<file path="config.mk">
export PLATFORM = sky130hd
export DESIGN_NAME = im_loader
export DESIGN_NICKNAME = d
export VERILOG_FILES = /design/src/rtl/im_loader.sv
export SDC_FILE = /design/constraint.sdc
export NUM_CORES = 1
export LEC_CHECK = 0
export CAP_MARGIN = 15
export CORE_MARGIN = 2
export CORE_UTILIZATION = 30
export CTS_BUF_LIST = sky130_fd_sc_hd__clkbuf_4 sky130_fd_sc_hd__clkbuf_8
export DETAILED_ROUTE_END_ITERATION = 16
export HOLD_SLACK_MARGIN = 0.06
export PLACE_DENSITY_LB_ADDON = 0.05
export SLEW_MARGIN = 20
export SYNTH_ARGS = -nofsm -noshare
export SYNTH_HDL_FRONTEND = slang
export SYNTH_SLANG_ARGS = --single-unit
</file>
<file path="constraint.sdc">
create_clock -name clk -period 3.5 [get_ports clk]
set_input_delay 0.525 -clock clk [delete_from_list [all_inputs] [get_ports clk]]
set_output_delay 0.525 -clock clk [all_outputs]
set_load 0.1 [all_outputs]
</file>
<file path="src/rtl/im_loader.sv">
// im_loader: packs an LSB-first byte stream into 32-bit instruction words and writes
// them into the instruction memory. Holds the core in reset until the image is complete.
module im_loader #(
   parameter int unsigned ROM_WIDTH     = 32,
   parameter int unsigned ROM_ADDR_BITS = 64
) (
   input  logic                 clk,
   input  logic                 rst_n,
   input  logic                 start,
   input  logic [15:0]          len_words,
   input  logic [7:0]           in_data,
   input  logic                 in_valid,
   output logic                 in_ready,
   output logic                 we,
   output logic [15:0]          waddr,
   output logic [ROM_WIDTH-1:0] wdata,
   output logic                 busy,
   output logic                 done,
   output logic                 err,
   output logic [ROM_WIDTH-1:0] checksum,
   output logic                 cpu_hold
);

   typedef enum logic [1:0] {StIdle, StLoad, StWrite, StDone} state_e;

   state_e               state_q, state_d;
   logic [1:0]           byte_cnt_q, byte_cnt_d;
   logic [15:0]          word_cnt_q, word_cnt_d;
   logic [15:0]          len_q, len_d;
   logic [23:0]          part_q, part_d;
   logic                 we_q, we_d;
   logic [15:0]          waddr_q, waddr_d;
   logic [ROM_WIDTH-1:0] wdata_q, wdata_d;
   logic                 busy_q, busy_d;
   logic                 done_q, done_d;
   logic                 err_q, err_d;
   logic [ROM_WIDTH-1:0] checksum_q, checksum_d;
   logic                 cpu_hold_q, cpu_hold_d;
   logic                 len_bad;
   logic [ROM_WIDTH-1:0] word_full;

   // Zero or longer than the IM: reject, so word_cnt can never exceed the array.
   assign len_bad   = (len_words == 16'd0) || ({16'd0, len_words} > ROM_ADDR_BITS);
   assign word_full = {in_data, part_q};

   // Next-state and registered-output computation
   always_comb begin
      state_d    = state_q;
      byte_cnt_d = byte_cnt_q;
      word_cnt_d = word_cnt_q;
      len_d      = len_q;
      part_d     = part_q;
      we_d       = 1'b0;
      waddr_d    = waddr_q;
      wdata_d    = wdata_q;
      done_d     = done_q;
      err_d      = 1'b0;
      checksum_d = checksum_q;
      cpu_hold_d = cpu_hold_q;

      unique case (state_q)
         StIdle, StDone: begin
            if (start) begin
               if (len_bad) begin
                  err_d = 1'b1;
               end else begin
                  state_d    = StLoad;
                  len_d      = len_words;
                  word_cnt_d = 16'd0;
                  byte_cnt_d = 2'd0;
                  part_d     = 24'd0;
                  checksum_d = '0;
                  done_d     = 1'b0;
                  cpu_hold_d = 1'b1;
               end
            end
         end
         StLoad: begin
            if (in_valid) begin
               byte_cnt_d = byte_cnt_q + 2'd1;
               unique case (byte_cnt_q)
                  2'd0: part_d[7:0]   = in_data;
                  2'd1: part_d[15:8]  = in_data;
                  2'd2: part_d[23:16] = in_data;
                  default: begin
                     // 4th byte completes the word; issue the write next cycle.
                     state_d    = StWrite;
                     we_d       = 1'b1;
                     waddr_d    = {word_cnt_q[13:0], 2'b00};
                     wdata_d    = word_full;
                     checksum_d = checksum_q ^ word_full;
                  end
               endcase
            end
         end
         StWrite: begin
            if (word_cnt_q + 16'd1 == len_q) begin
               state_d    = StDone;
               done_d     = 1'b1;
               cpu_hold_d = 1'b0;
            end else begin
               word_cnt_d = word_cnt_q + 16'd1;
               state_d    = StLoad;
            end
         end
         default: state_d = StIdle;
      endcase

      busy_d = (state_d == StLoad) || (state_d == StWrite);
   end

   // State and output registers; async reset discards any partial word
   always_ff @(posedge clk or negedge rst_n) begin
      if (!rst_n) begin
         state_q    <= StIdle;
         byte_cnt_q <= 2'd0;
         word_cnt_q <= 16'd0;
         len_q      <= 16'd0;
         part_q     <= 24'd0;
         we_q       <= 1'b0;
         waddr_q    <= 16'd0;
         wdata_q    <= '0;
         busy_q     <= 1'b0;
         done_q     <= 1'b0;
         err_q      <= 1'b0;
         checksum_q <= '0;
         cpu_hold_q <= 1'b1;
      end else begin
         state_q    <= state_d;
         byte_cnt_q <= byte_cnt_d;
         word_cnt_q <= word_cnt_d;
         len_q      <= len_d;
         part_q     <= part_d;
         we_q       <= we_d;
         waddr_q    <= waddr_d;
         wdata_q    <= wdata_d;
         busy_q     <= busy_d;
         done_q     <= done_d;
         err_q      <= err_d;
         checksum_q <= checksum_d;
         cpu_hold_q <= cpu_hold_d;
      end
   end

   assign in_ready = (state_q == StLoad);
   assign we       = we_q;
   assign waddr    = waddr_q;
   assign wdata    = wdata_q;
   assign busy     = busy_q;
   assign done     = done_q;
   assign err      = err_q;
   assign checksum = checksum_q;
   assign cpu_hold = cpu_hold_q;

endmodule

</file>
==> qor_table.md <==
| Result | Value | Unit |
|---|---|---|
| Worst path required time | 3830 | ps |
| Hold Fails Final Rpt | 0 | - |
| Maximum number of pins on one net before global-route repair | 73 | - |
| Kind of cell with the highest combined delay on the critical path | compound AO/OA/AOI/OAI gates | - |
| Die Height | 155 | um |
| Total of flip-flops plus latches after synthesis | 143 | - |
| Largest driver fanout on the critical path | 26 | - |
| Port buffer count | 111 | - |
| Clock Tree Buf Depth | 2 | - |
| Post-detailed-route via-to-cell ratio | 4.80 | - |
| Launching element type of the critical path | flop | - |
| Clock Sinks | 143 | - |
| Ys async rst share | 100 | % |
| Wire length reported by the detailed router | 17600 | um |
| Number of nets in the finished design | 762 | - |
| Cell at the root of the clock tree | clkbuf_8 | - |
| Detailed placement HPWL | 12000 | um |
| Stage delay of the slowest cell on the critical path | 510 | ps |
| Post-synthesis area per instance | 11.2 | sq um |
| Initial Utilization | 30.5 | % |
| Placer's final routability congestion estimate | 0.749 | - |
| Min Tclk post-route | 3130 | ps |
| Worst Setup Slack, final | 374 | ps |
| Endpoints failing setup | 0 | - |
| RSZ-0062 raised after global routing | false | - |
| Class of the tightest hold or removal check | in -> async | - |
| Total congestion overflow | 0 | - |
| Max-cap violation count | 0 | - |
| Total clock buffers created by CTS | 17 | - |
| Non-filler cells in the finished layout | 1025 | - |
| Pins over their slew limit | 0 | - |
| Power Density | 750 | mW/mm^2 |
| Share of the clock period used by the worst path | 89.3 | % |
| Largest cells by area after synthesis | dfrtp_1 (52%), mux2_2 (12%), nand2_1 (4.6%), xor2_1 (4.6%), nor2_1 (2.8%) | - |
| Critical Path, Cell by Cell | ha_1 > nand3_4 > or4b_1 > a31o_1 > a2111oi_4 > nand4_4 > buf_4 > a221o_1 | - |
| EDFF count, synth | 0 | - |
| Number of fillers in the final layout | 2203 | - |
| Antenna Diode Count | 0 | - |
| Pre-CTS setup slack | 263 | ps |
| Number of different library cells in the post-synthesis netlist | 59 | - |
| Overall via count from detail_route | 4925 | - |
| Mean routed wirelength per cell | 17.1 | um |
| Number of placement rows | 55 | - |
| Top Ports | 114 | - |
| Global router's overall resource usage | 15.4 | % |
| Clock transition at path regs | 80 | ps |
| Post-CTS setup repair buffer count | 0 | - |
| Slew margin rel. | 32.4 | % |
| TritonCTS clock tree | done | - |
| Register area share after synthesis | 52.2 | % |
| Status | completed | - |
| CP max-delay cell | or4b_1 | - |
| Yosys top cell by area | dfrtp_1 | - |
| Cells after DPL | 993 | - |
| Fraction of final layout cells sized beyond drive strength 1 | 19.9 | % |
| Kind of critical path | reg -> reg | - |
| Total negative slack | 0 | ps |
| DRC | 0 | - |
| Maximum level of the CTS H-tree | 4 | - |
| Buffers and inverters on the worst path | 1 | - |
| Proportion of netlist area held by the largest area contributor | 51.8 | % |
| Global-route wire length before repair | 28800 | um |
| Most common cell after layout, fill and taps aside | dfrtp_1 | - |
| Antenna violations before repair | 0 | - |
| Post_cts resized | 0 | - |
| Area of the die | 0.0241 | sq mm |
| Count of hold buffers inserted by post-cts repair | 0 | - |
| Most frequently used flop master after synthesis | dfrtp_1 | - |
| Cell count after synthesis | 614 | - |
| Crit. End Element | flop | - |
| Die boundary width | 155 | um |
| Top library cells by usage in the layout, fill and taps aside | dfrtp_1 (142), clkdlybuf4s50_1 (109), nand2_1 (83) | - |
| Layout Area Growth over Synthesis | 27.1 | % |
| Worst Tran Pin Value | 1010 | ps |
| Layout Skew | 11.5 | ps |
| First drt pass iteration count | 4 | - |
| Insertion delay to the later sink of the worst-skew pair | 450 | ps |
| CORE AREA | 0.0225 | sq mm |
| Vias in the first global route | 5101 | - |
| Total leakage power | 3.80 | nW |
| Maximum vdd drop | 0.404 | mV |
| Maximum frequency from static timing analysis | 0.320 | GHz |
| Iteration-0 DRC Markers | 252 | - |
| Antenna Nets Post-Route | 0 | - |
| Netlist Area Pre-Place | 0.00685 | sq mm |
| Critical path data arrival time | 3450 | ps |
| Count of synthesis-stage warnings from yosys | 0 | - |
cells by family (layout without fill, tap and decap cells):
family	Yosys count	after routing	share of synthesized area (%)
buffers and inverters	51	176	3.56
other	1	2	0.0547
XOR/XNOR	53	53	6.77
multiplexers	82	82	13.3
AO/OA/AOI/OAI	72	72	7.67
flip-flops	143	143	52.2
AND/OR/NAND/NOR	204	204	15.0
adder cells (fa/ha/maj)	8	8	1.42
sequential cells by signal, indices dropped and copies added, names as in the netlist, 2 cells and up:
name and flops:
wdata 32, state_q 2, checksum 32, word_cnt_q 16
byte_cnt_q 2, part_q 24, len_q 16, waddr 14
cell usage after synthesis, drive strengths merged, types with 2 or more instances:
library cell,number
nand4,7
a211oi,4
nand3,13
and3,3
xnor2,17
nor2,52
buf,19
a21o,3
a21oi,25
clkbuf,20
a41oi,3
and2,20
dfrtp,142
mux2i,9
nor3,9
ha,7
xor2,36
o211ai,3
a2111oi,2
mux2,73
inv,11
a41o,7
nor4,8
a31oi,9
o21ai,7
nand2,84
worst paths after layout:
kind / from / end / depth (start not counted) / slack, ps
setup / recovery: word_cnt_q[1] / word_cnt_q[0] / 8 / 370
hold / removal: rst_n / len_q[4] / 1 / 90
setup reg to reg: word_cnt_q[1] / word_cnt_q[0] / 8 / 370
hold reg to reg: waddr[10] / waddr[10] / 2 / 500
max in group asynchronous: rst_n / word_cnt_q[10] / 2 / 2610
min in group clk: waddr[10] / waddr[10] / 2 / 500
metal layers:
metal  GRT usage (%)  vias up  share of wire [%]
met1            19.6     2488                 46
met4            3.53        0               0.80
met2            26.5       96                 50
met5               0        -                  0
li1                -     2331                  -
met3            3.70       10                3.7
per-stage QoR:
step	hold slack [ps]	total power [mW]	util, %	area, sq um
floorplan	229	4.48	-	6860
global placement	481	5.21	36.9	8300
detailed placement	484	5.22	36.9	8300
CTS	109	6.63	38.7	8710
global route	140	6.85	38.7	8710
finish	87.9	6.54	38.7	8710
power by group:
group	leakage, nW	total [mW]	internal (mW)	switching, mW
Sequential	1.91	2.29	2.00	0.291
Clock	0.208	1.37	0.695	0.678
Combinational	1.68	2.87	0.772	2.10
final cells by class:
class                      instances  area [sq um]  share of cell area [%]
clock inverter                    11           130                    1.49
multi-input combinational        421          3040                    34.9
clock buffer                      21           277                    3.17
timing repair buffer             132          1280                    14.7
sequential                       143          3580                    41.1
inverter                          12          45.0                   0.517
tap                              285           357                    4.09
No activity file was read; power rests on OpenSTA's default activity.
